--- src/rtl/cpu5_memarb.sv ---
// cpu5_memarb: unified-memory arbiter for the cpu5 core.
// Shares one external memory port between instruction fetch (if_*) and
// load/store (d_*), breaks ties round-robin, runs the req/ack handshake and
// raises stall while a requester is waiting.
// Optional feature macro: CPU5_MEMARB_TIMEOUT_EN -- aborts a transfer after
// TIMEOUT busy cycles without mem_ack and pulses err alongside the valid.
`ifndef CPU5_XLEN
`define CPU5_XLEN 32
`endif

module cpu5_memarb #(
   parameter int unsigned XLEN    = `CPU5_XLEN,
   parameter int unsigned TIMEOUT = 255
) (
   input  logic            clk,
   input  logic            reset,
   input  logic            if_req,
   input  logic [XLEN-1:0] if_addr,
   output logic [XLEN-1:0] if_rdata,
   output logic            if_valid,
   input  logic            d_req,
   input  logic            d_we,
   input  logic [XLEN-1:0] d_addr,
   input  logic [XLEN-1:0] d_wdata,
   output logic [XLEN-1:0] d_rdata,
   output logic            d_valid,
   output logic            mem_req,
   output logic            mem_we,
   output logic [XLEN-1:0] mem_addr,
   output logic [XLEN-1:0] mem_wdata,
   input  logic            mem_ack,
   input  logic [XLEN-1:0] mem_rdata,
   output logic            stall,
   output logic            err
);

   typedef enum logic [1:0] {IDLE, BUSY_I, BUSY_D, RESP} state_t;

   localparam logic [15:0] TO_LAST = 16'(TIMEOUT - 1);

   state_t state, state_next;
   logic   last_grant;   // 1 = data port; during a transfer it names the owner
   logic   grant_i, grant_d, done, abort;
   logic   timeout_hit;

`ifdef CPU5_MEMARB_TIMEOUT_EN
   logic [15:0] busy_cnt;

   assign timeout_hit = (busy_cnt == TO_LAST);

   // Count busy cycles without ack; err mirrors the abort into the valid cycle
   always_ff @(posedge clk or negedge reset) begin
      if (!reset) begin
         busy_cnt <= '0;
         err      <= 1'b0;
      end else begin
         err <= abort;
         if (grant_i || grant_d)
            busy_cnt <= '0;
         else if ((state == BUSY_I || state == BUSY_D) && !mem_ack)
            busy_cnt <= busy_cnt + 16'd1;
      end
   end
`else
   logic unused_timeout;

   assign timeout_hit    = 1'b0;
   assign unused_timeout = ^TO_LAST;
   assign err            = 1'b0;
`endif

   // Requester is stalled until its own completion pulse
   assign stall = (if_req & ~if_valid) | (d_req & ~d_valid);

   // State register
   always_ff @(posedge clk or negedge reset) begin
      if (!reset) state <= IDLE;
      else        state <= state_next;
   end

   // Next-state and grant/completion strobes; ack wins over a same-cycle timeout
   always_comb begin
      state_next = state;
      grant_i    = 1'b0;
      grant_d    = 1'b0;
      done       = 1'b0;
      abort      = 1'b0;
      case (state)
         IDLE: begin
            if (if_req && (!d_req || last_grant)) begin
               grant_i    = 1'b1;
               state_next = BUSY_I;
            end else if (d_req) begin
               grant_d    = 1'b1;
               state_next = BUSY_D;
            end
         end
         BUSY_I, BUSY_D: begin
            if (mem_ack) begin
               done       = 1'b1;
               state_next = RESP;
            end else if (timeout_hit) begin
               abort      = 1'b1;
               state_next = RESP;
            end
         end
         RESP:    state_next = IDLE;
         default: state_next = IDLE;
      endcase
   end

   // Memory port, read-data capture and one-cycle completion pulses
   always_ff @(posedge clk or negedge reset) begin
      if (!reset) begin
         mem_req    <= 1'b0;
         mem_we     <= 1'b0;
         mem_addr   <= '0;
         mem_wdata  <= '0;
         if_rdata   <= '0;
         d_rdata    <= '0;
         if_valid   <= 1'b0;
         d_valid    <= 1'b0;
         last_grant <= 1'b1;
      end else begin
         if_valid <= 1'b0;
         d_valid  <= 1'b0;
         if (grant_i) begin
            mem_req    <= 1'b1;
            mem_we     <= 1'b0;
            mem_addr   <= if_addr;
            mem_wdata  <= '0;
            last_grant <= 1'b0;
         end
         if (grant_d) begin
            mem_req    <= 1'b1;
            mem_we     <= d_we;
            mem_addr   <= d_addr;
            mem_wdata  <= d_wdata;
            last_grant <= 1'b1;
         end
         if (done || abort) begin
            mem_req <= 1'b0;
            if (last_grant) begin
               d_valid <= 1'b1;
               if (!mem_we) d_rdata <= done ? mem_rdata : '0;
            end else begin
               if_valid <= 1'b1;
               if_rdata <= done ? mem_rdata : '0;
            end
         end
      end
   end

endmodule

--- config.mk ---
export PLATFORM = sky130hd
export DESIGN_NAME = cpu5_memarb
export DESIGN_NICKNAME = d
export VERILOG_FILES = /design/src/rtl/cpu5_memarb.sv
export SDC_FILE = /design/constraint.sdc
export NUM_CORES = 1
export LEC_CHECK = 0
export BUFFER_PORTS_ARGS = -buffer_cell sky130_fd_sc_hd__buf_4
export CAP_MARGIN = 20
export CORE_MARGIN = 1
export CORE_UTILIZATION = 48
export CTS_BUF_LIST = sky130_fd_sc_hd__clkbuf_4 sky130_fd_sc_hd__clkbuf_8
export DETAILED_ROUTE_END_ITERATION = 7
export GPL_TIMING_DRIVEN = 0
export PLACE_DENSITY_LB_ADDON = 0.2
export SLEW_MARGIN = 30
export SYNTH_ARGS = -nofsm -noshare
export SYNTH_HDL_FRONTEND = slang
export SYNTH_SLANG_ARGS = --single-unit
--- constraint.sdc ---
create_clock -name clk -period 2.45 [get_ports clk]
set_input_delay 0.245 -clock clk [delete_from_list [all_inputs] [get_ports clk]]
set_output_delay 0.245 -clock clk [all_outputs]
set_load 0.02 [all_outputs]
Yosys cells after proc, flatten, opt, wreduce, memory -nomap -nowiden
Cells that the tools add are included.
{ "word_totals": {"memories": 0, "wordCells": 57, "output_inout_bits": 134, "inputBits": 134, "latch_bits": 0, "register_bits": 135, "mem_bits_ro": 0, "mem_bits_rw": 0} }
{ "classes": {"n_lt_le_gt_ge": 0, "div_mod_pow": 0, "mux": 25, "addsub": 0, "n_shift": 0, "mul": 0, "n_eq_ne": 5, "bitwise": 7, "n_reduce_logical": 10} }
{ "op_table": {"columns": ["cell", "count"], "rows": [
  ["$mux 32", 4],
  ["$mux 1", 17],
  ["$mux 2", 3],
  ["$pmux 2 s3", 1],
  ["$eq 2x2->1 const B", 2],
  ["$not 1->1", 4],
  ["$reduce_and 2->1", 2],
  ["$ne 3x3->1 const B", 1],
  ["$reduce_and 3->1", 1],
  ["$reduce_bool 3->1", 1],
  ["$and 1x1->1", 2],
  ["$eq 2x1->1 const B", 1],
  ["$logic_not 2->1", 1],
  ["$ne 2x2->1 const B", 1],
  ["$reduce_bool 2->1", 1],
  ["$reduce_or 2->1", 1],
  ["$logic_and 1x1->1", 1],
  ["$logic_not 1->1", 1],
  ["$logic_or 1x1->1", 1],
  ["$or 1x1->1", 1]
]} }

Logic depth before layout (Yosys ltp)
Gate-level depths: netlist (run 1).
{ "depth": {"word_depth": 8, "depth_mapped": 8, "depth_no_buf": 6} }

Least setup slack after synthesis (run 1)
OpenSTA, ideal clock, no wires.
{ "synth_path": {"kind": "register to register", "startpoint": "register state[0]", "endpoint": "register d_rdata[0]", "setup_ns": 0.125, "period_less_slack_ns": 1.761, "stages_incl_launch_ff": 9, "setup_slack_ns": 0.689, "t_arrival_ns": 1.636, "required_time_ns": 2.325, "path_buffers": 3, "path_cell_list": "dfrtp_1 -> inv_1 -> ha_1 -> buf_2 -> and3_1 -> nand2b_1 -> buf_2 -> buf_6 -> mux2_4"} }
{ "synth_between": {"elab_chain_len": 4, "elab_cells_between_ends": 5, "cone_classes": "2 x eq/ne; 1 x mux; 2 x reduce/logical"} }
{ "synth_lines": {"columns": ["item", "line_no", "text"], "rows": [
  ["from (decl)", "41", "state_t state, state_next;"],
  ["from (signal assigned)", "78", "else state <= state_next;"],
  ["$eq 2x1->1 / $eq 2x2->1 (equally long branches)", "88", "case (state)"],
  ["$reduce_or 2->1 *", "88", null],
  ["$mux 1 *", "88", null],
  ["$reduce_and 3->1 (no source line) *", null, null],
  ["to (signal assigned)", "145", "if (!mem_we) d_rdata <= done ? mem_rdata : '0;"],
  ["to (decl)", "25", "output logic [XLEN-1:0] d_rdata,"]
]} }
Every way passes the cells marked *; elsewhere a longest branch is shown, timed or not.
A chain may end at the register's enable or synchronous reset.

Worst setup path in the final report (run 1)
{ "layout_path": {"startpoint": "register state[0]", "endpoint": "register mem_addr[28]"} }
{ "layout_between": {"elab_chain_len": 3, "elab_cells_between_ends": 5, "cone_classes": "3 x mux; 2 x reduce/logical"} }
{ "layout_lines": {"columns": ["item", "line_no", "text"], "rows": [
  ["$logic_not 2->1 *", "88", null],
  ["$mux 1", "88", null],
  ["$mux 32 / $reduce_bool 2->1 (equally long branches)", null, null],
  ["to (signal assigned)", "130", "mem_addr <= if_addr;"],
  ["to (signal assigned)", "137", "mem_addr <= d_addr;"],
  ["to (decl)", "29", "output logic [XLEN-1:0] mem_addr,"]
]} }
Marked as above.

==> results of run 1 <==
layout make-up:
type / instances / area (um2)
flip-flops and latches: 135 / 3380
multi-input cells: 217 / 1880
clock buffers: 19 / 262
repair buffers: 270 / 2060
plain buffers: 27 / 180
well taps: 140 / 175
fillers: 750 / 2820
clock inverters: 13 / 194
inverters: 7 / 26.3
per-stage QoR:
step | instance area [um2] | instances
CTS | 8150 | 827
floorplan | 5470 | 386
detailed placement | 7670 | 792
global route | 8160 | 828
finish | 8160 | 828
global placement | 7630 | 791
metal layers:
layer | vias to the layer above | part of all wire, % | routed length [um] | global-route usage, %
li1 | 1946 | - | - | -
met5 | - | 0 | 0 | 0
met3 | 20 | 8.0 | 1160 | 8.31
met2 | 171 | 52 | 7530 | 43.7
met4 | 0 | 1.5 | 219 | 8.20
met1 | 2072 | 39 | 5590 | 29.0
worst max-delay path: stages (launching register included):
cell                      delay, ns
sky130_fd_sc_hd__dfrtp_1       0.38
sky130_fd_sc_hd__inv_1         0.08
sky130_fd_sc_hd__ha_1          0.30
sky130_fd_sc_hd__nand2_1       0.10
sky130_fd_sc_hd__a21oi_2       0.36
sky130_fd_sc_hd__buf_4         0.27
sky130_fd_sc_hd__buf_2         0.26
sky130_fd_sc_hd__nand2_1       0.08
sky130_fd_sc_hd__o21ai_1       0.10
state kept, by name (all words and copies together) (netlist names):
signal	cells
d_valid	1
mem_req	1
mem_wdata	32
if_valid	1
if_rdata	32
state	2
last_grant	1
mem_we	1
mem_addr	32
d_rdata	32
synthesized netlist by cell type:
cell	number	area [um2]
sky130_fd_sc_hd__dfrtp_1	134	3350
sky130_fd_sc_hd__mux2_2	34	383
sky130_fd_sc_hd__nand2_1	34	128
sky130_fd_sc_hd__a22o_1	33	289
sky130_fd_sc_hd__mux2i_1	32	320
sky130_fd_sc_hd__mux2_4	30	450
sky130_fd_sc_hd__o21ai_1	29	145
sky130_fd_sc_hd__buf_2	15	75.1
sky130_fd_sc_hd__buf_6	7	78.8
sky130_fd_sc_hd__inv_1	7	26.3
sky130_fd_sc_hd__o21ai_0	5	25.0
sky130_fd_sc_hd__clkbuf_1	3	11.3
sky130_fd_sc_hd__nor2_1	3	11.3
sky130_fd_sc_hd__and3_1	2	12.5
sky130_fd_sc_hd__buf_4	2	15.0
sky130_fd_sc_hd__nand2b_1	2	12.5
sky130_fd_sc_hd__a211oi_1	1	7.51
sky130_fd_sc_hd__a21oi_1	1	5.00
sky130_fd_sc_hd__a21oi_2	1	8.76
sky130_fd_sc_hd__a221oi_1	1	8.76
sky130_fd_sc_hd__a221oi_2	1	15.0
sky130_fd_sc_hd__a22oi_1	1	7.51
sky130_fd_sc_hd__a32o_1	1	10.0
sky130_fd_sc_hd__conb_1	1	3.75
sky130_fd_sc_hd__dfstp_2	1	26.3
sky130_fd_sc_hd__ha_1	1	12.5
sky130_fd_sc_hd__nand3_1	1	5.00
sky130_fd_sc_hd__o21bai_1	1	7.51
sky130_fd_sc_hd__o22ai_1	1	6.26
sky130_fd_sc_hd__o2bb2ai_1	1	8.76
path summary, 6_finish.rpt:
path | from | endpoint | slack (ns)
max | state[0] | mem_addr[28] | 0.44
min | d_addr[6] | mem_addr[6] | 0.02
max reg2reg | state[0] | mem_addr[28] | 0.44
min reg2reg | mem_wdata[17] | mem_wdata[17] | 0.51
max in group asynchronous | reset | last_grant | 1.38
min in group asynchronous | reset | d_rdata[9] | 0.31
cell families after synthesis:
family	after synthesis	share of synthesized area, %
flip-flops	135	61.8
multiplexers	96	21.1
adder cells (fa/ha/maj)	1	0.229
AO/OA/AOI/OAI	77	9.95
buffers and inverters	34	3.77
other	1	0.0686
AND/OR/NAND/NOR	42	3.09
timing repair:
action / CTS / global route
endpoints found under the setup margin: 0 / 0
hold buffers: 3 / 1
hold endpoints to repair: 59 / 1
power by group through the flow:
stage	clock (mW)	sequential (mW)	combinational, mW
2_1_floorplan	0	5.25	2.17
3_3_place_gp	0	3.95	5.81
3_5_place_dp	0	4.01	5.98
4_1_cts	2.11	4.00	5.98
5_1_grt	2.21	4.13	6.29
6_report	2.07	4.01	5.92
==> qor.csv, run 1 <==
stage;metric;value;unit
status;status;finished clean;
timing;worst_clock_skew;0.00842;ns
power;sequential_cell_fraction_of_total_power;33.4;%
global_route;global_route.usage.total;25.1;%
layout;num-nets-final;810;
yosys;syn-instance-count;386;
layout;insertedDiodeCount;0;
timing;hold_slack;0.0240;ns
floorplan;number_of_placement_rows;38;
timing;final-max-slew-violation-count;0;
power;peakVddDrop;0.000823;V
clock_tree;clock-sinks;135;
timing;finalCritPeriodShare;82.1;%
layout;mostFrequentLayoutCell;sky130_fd_sc_hd__buf_4;
power;switching_power_of_the_nets;4.55;mW
layout;layout_common_cells;sky130_fd_sc_hd__buf_4, sky130_fd_sc_hd__dfrtp_1, sky130_fd_sc_hd__mux2_2, sky130_fd_sc_hd__nand2_1, sky130_fd_sc_hd__a22o_1;
floorplan;io-pin-count;268;
floorplan;fp.dieArea;0.0118;mm2
global_route;first_pass_grt_wire_length;22100;um
yosys;synthesis.nets;521;
worst_hold_path;min-delay-path-class;in2reg;
power;leakage;4.14;nW
clock_tree;htree_levels;4;
worst_setup_path;worst-setup-path-type;reg2reg;
timing;worst_pin_slew;0.511;ns
power;power.switching_fraction;38.0;%
routing;detail_route.wirelength;14500;um
clock_tree;clock_tree.root_cell;sky130_fd_sc_hd__clkbuf_8;
yosys;synthesis.area;0.00547;mm2
timing;report.final.hold_viol_count;0;
timing;layout_min_cycle_time;2.01;ns
yosys;syn-mean-instance-area;14.2;um2
routing;vias_per_instance;5.08;
place;port-buffer-count;265;
power;pwr_density_cell;1470;mW/mm2
timing;rsz0062_at_grt;no;
worst_setup_path;critical_path.max_fanout;10;
place;dp.final_hpwl;10900;um
worst_setup_path;cp_data_required_time;2.80;ns
global_route;pin_count_of_the_biggest_net_entering_global_routing;79;
timing;final.setup.worst_slack;0.440;ns
power;internal-power;7.44;mW
routing;final_antenna_net_count;0;
routing;dr.first_iter.drc_count;189;
clock_tree;ctsResizeCount;0;
global_route;first_global_vias;4364;
clock_tree;clkTransAtPathRegs;0.08;ns
routing;wl_per_cell;17.5;um
yosys;synth_seq_cells;135;
worst_setup_path;setup.worst_path.end_class;flip-flop;
yosys;synth-warning-count;0;
timing;fmaxAchievable;497;MHz
place;pre_cts_slack;0.459;ns
routing;drc;0;
power;clock_power_share;17.2;%
timing;timing.max_slew.rel_slack;65.7;%
routing;routed_via_count;4209;
routing;drtPass1Iterations;4;
clock_tree;insertion_delay;0.43;ns
worst_setup_path;worst_setup_path_start_kind;flip-flop;
worst_hold_path;worst_hold_path.num_cells;3;
timing;final_setup_fails;0;
floorplan;core_region_area;0.0110;mm2
layout;syn_to_final_growth;49.3;%
clock_tree;cts_inserted_buffers;17;
global_route;globalRoute.totalOverflow;0;
worst_setup_path;cp.arrival;2.36;ns
floorplan;floorplan.initialDensity;49.8;%
job;timing.max_cap.violations;0;
worst_setup_path;reg2reg_depth;8;
power;total_power;12.0;mW
yosys;ys_seq_area_share;61.8;%
place;finalWeightedCongestion;0.811;
yosys;netlist-cell-type-count;30;
layout;utilization;74.3;%
clock_tree;cts_tree;built;
timing;setup-tns-final;0;ns
clock_tree;cts-root-to-sink-buffers;2;
clock_tree;post-cts-setup-buffers;0;
floorplan;die_width;109;um
power;pwr-share-comb;49.4;%
layout;drive_above_1_share;56.5;%
global_route;initial_antenna_violation_count;0;
floorplan;die_span_y;109;um
Note: power is estimated with default switching activity, not from simulation.
==> run 2: changes to the inputs <==
CORE_UTILIZATION = 43   (was 48)
clock period = 1.84 ns   (was 2.45 ns; I/O delays follow)
==> qor.csv, run 2 (synthesized netlist as in run 1, its figures left out) <==
stage;metric;value;unit;change
routing;vias_per_instance;4.90;;was 5.08
clock_tree;cts_inserted_buffers;17;;unchanged
power;pwr-share-comb;52.3;%;was 49.4%
layout;layout_common_cells;sky130_fd_sc_hd__buf_4, sky130_fd_sc_hd__dfrtp_1, sky130_fd_sc_hd__dlygate4sd3_1;;was sky130_fd_sc_hd__buf_4, sky130_fd_sc_hd__dfrtp_1, sky130_fd_sc_hd__mux2_2, sky130_fd_sc_hd__nand2_1, sky130_fd_sc_hd__a22o_1
worst_hold_path;min-delay-path-class;in2reg;;unchanged
routing;detail_route.wirelength;16700;um;was 14500 um
place;pre_cts_slack;-0.0897;ns;was 0.459 ns
power;clock_power_share;14.8;%;was 17.2%
routing;routed_via_count;4681;;was 4209
status;status;finished clean;;unchanged
floorplan;io-pin-count;268;;unchanged
clock_tree;clock-sinks;135;;unchanged
layout;final.fill_count;809;;was 750
place;dp.final_hpwl;10800;um;was 10900 um
worst_setup_path;worst-setup-path-type;reg2reg;;unchanged
timing;finalCritPeriodShare;96.3;%;was 82.1%
clock_tree;cts_tree;built;;unchanged
timing;report.final.hold_viol_count;0;;unchanged
global_route;globalRoute.totalOverflow;0;;unchanged
global_route;global_route.usage.total;26.1;%;was 25.1%
timing;final.setup.worst_slack;0.0679;ns;was 0.440 ns
place;finalWeightedCongestion;0.774;;was 0.811
floorplan;core_region_area;0.0122;mm2;was 0.0110 mm2
job;timing.max_cap.violations;0;;unchanged
layout;post-route-cell-area;0.00924;mm2;was 0.00816 mm2
global_route;first_global_vias;5032;;was 4364
worst_setup_path;cp_data_required_time;2.15;ns;was 2.80 ns
timing;layout_min_cycle_time;1.77;ns;was 2.01 ns
layout;num-nets-final;909;;was 810
place;port-buffer-count;265;;unchanged
worst_setup_path;critical_path.max_fanout;10;;unchanged
clock_tree;insertion_delay;0.44;ns;was 0.43 ns
power;sequential_cell_fraction_of_total_power;32.9;%;was 33.4%
power;peakVddDrop;0.00109;V;was 0.000823 V
timing;timing.max_slew.rel_slack;65.7;%;about the same
routing;dr.first_iter.drc_count;197;;was 189
floorplan;die_width;115;um;was 109 um
timing;final_setup_fails;0;;unchanged
layout;mostFrequentLayoutCell;sky130_fd_sc_hd__buf_4;;unchanged
power;leakage;4.57;nW;was 4.14 nW
worst_setup_path;worst_setup_path_start_kind;flip-flop;;unchanged
clock_tree;clkTransAtPathRegs;0.07;ns;was 0.08 ns
routing;drtPass1Iterations;4;;unchanged
place;dpl_cell_area;0.00770;mm2;was 0.00767 mm2
floorplan;floorplan.initialDensity;44.8;%;was 49.8%
power;total_power;16.2;mW;was 12.0 mW
timing;worst_clock_skew;0.00927;ns;was 0.00842 ns
global_route;pin_count_of_the_biggest_net_entering_global_routing;80;;was 79
worst_setup_path;setup.worst_path.end_class;flip-flop;;unchanged
routing;wl_per_cell;17.5;um;about the same
timing;final-max-slew-violation-count;0;;unchanged
routing;drc;0;;unchanged
routing;final_antenna_net_count;0;;unchanged
timing;fmaxAchievable;564;MHz;was 497 MHz
timing;worst_pin_slew;0.511;ns;about the same
clock_tree;cts-root-to-sink-buffers;2;;unchanged
power;power.switching_fraction;38.0;%;about the same
power;switching_power_of_the_nets;6.16;mW;was 4.55 mW
worst_setup_path;cp.arrival;2.09;ns;was 2.36 ns
floorplan;fp.dieArea;0.0132;mm2;was 0.0118 mm2
layout;drive_above_1_share;50.5;%;was 56.5%
clock_tree;clock_tree.root_cell;sky130_fd_sc_hd__clkbuf_8;;unchanged
timing;rsz0062_at_grt;no;;unchanged
layout;syn_to_final_growth;68.9;%;was 49.3%
layout;utilization;75.6;%;was 74.3%
power;internal-power;10.1;mW;was 7.44 mW
clock_tree;htree_levels;4;;unchanged
floorplan;number_of_placement_rows;40;;was 38
global_route;initial_antenna_violation_count;1;;was 0
power;pwr_density_cell;1760;mW/mm2;was 1470 mW/mm2
floorplan;die_span_y;115;um;was 109 um
global_route;first_pass_grt_wire_length;25800;um;was 22100 um
[run 2: per-stage QoR]
step           setup TNS (ns)  hold WS (ns)  instances
6_report                    0        0.0308        955
5_1_grt                     0        0.0183        954
4_1_cts               -0.0239       0.00506        954
3_5_place_dp            -4.60         0.138        820
3_3_place_gp            -3.27         0.388        819
2_1_floorplan               0        -0.112        386
[run 2: final cells by class]
class / instances / area (um2) / area share (%)
Antenna cell: 1 / 2.50 / 0.0271
Buffer: 25 / 213 / 2.30
Clock buffer: 22 / 284 / 3.07
Clock inverter: 9 / 101 / 1.10
Inverter: 7 / 26.3 / 0.284
Multi-Input combinational cell: 217 / 1920 / 20.7
Sequential cell: 135 / 3380 / 36.6
Tap cell: 168 / 210 / 2.28
Timing Repair Buffer: 371 / 3110 / 33.6
[run 2: what timing repair did]
item                       4_1_cts  5_1_grt
pin swaps                        1        0
hold buffers                    99        0
cloned                           1        0
gates resized for setup         19        4
setup buffers                    3        2
setup endpoints to repair       81       54
hold endpoints to repair       186        0
[run 2: worst max-delay path, stage by stage, from the launching register on]
cell,delay [ns]
sky130_fd_sc_hd__dfstp_2,0.59
sky130_fd_sc_hd__nand2b_1,0.16
sky130_fd_sc_hd__and3_1,0.18
sky130_fd_sc_hd__buf_6,0.15
sky130_fd_sc_hd__buf_6,0.19
sky130_fd_sc_hd__mux2i_1,0.29
sky130_fd_sc_hd__o21ai_1,0.10
[run 2: worst paths after layout]
path	endpoint	cells past startpoint	startpoint	slack, ns
worst min-delay path	mem_addr[30]	3	if_addr[30]	0.03
worst max-delay path	mem_addr[28]	6	last_grant	0.07
worst max register to register	mem_addr[28]	6	last_grant	0.07
worst min register to register	mem_wdata[20]	1	mem_wdata[20]	0.50
min in group asynchronous	mem_wdata[15]	2	reset	0.28
max in group asynchronous	if_rdata[6]	3	reset	0.83
[run 2: metal layers]
layer	vias up	part of all wire, %	GRT usage, %
li1	2153	-	-
met1	2290	38	28.6
met2	198	52	46.7
met3	38	7.1	7.91
met4	2	2.8	11.9
met5	-	0.096	0
[run 2: power groups by stage]
stage	sequential (mW)	combinational, mW	clock, mW
finish	5.34	8.49	2.40
global route	5.50	8.99	2.58
CTS	5.29	8.45	2.44
detailed placement	5.30	7.95	0
global placement	5.24	7.77	0
floorplan	6.99	2.89	0
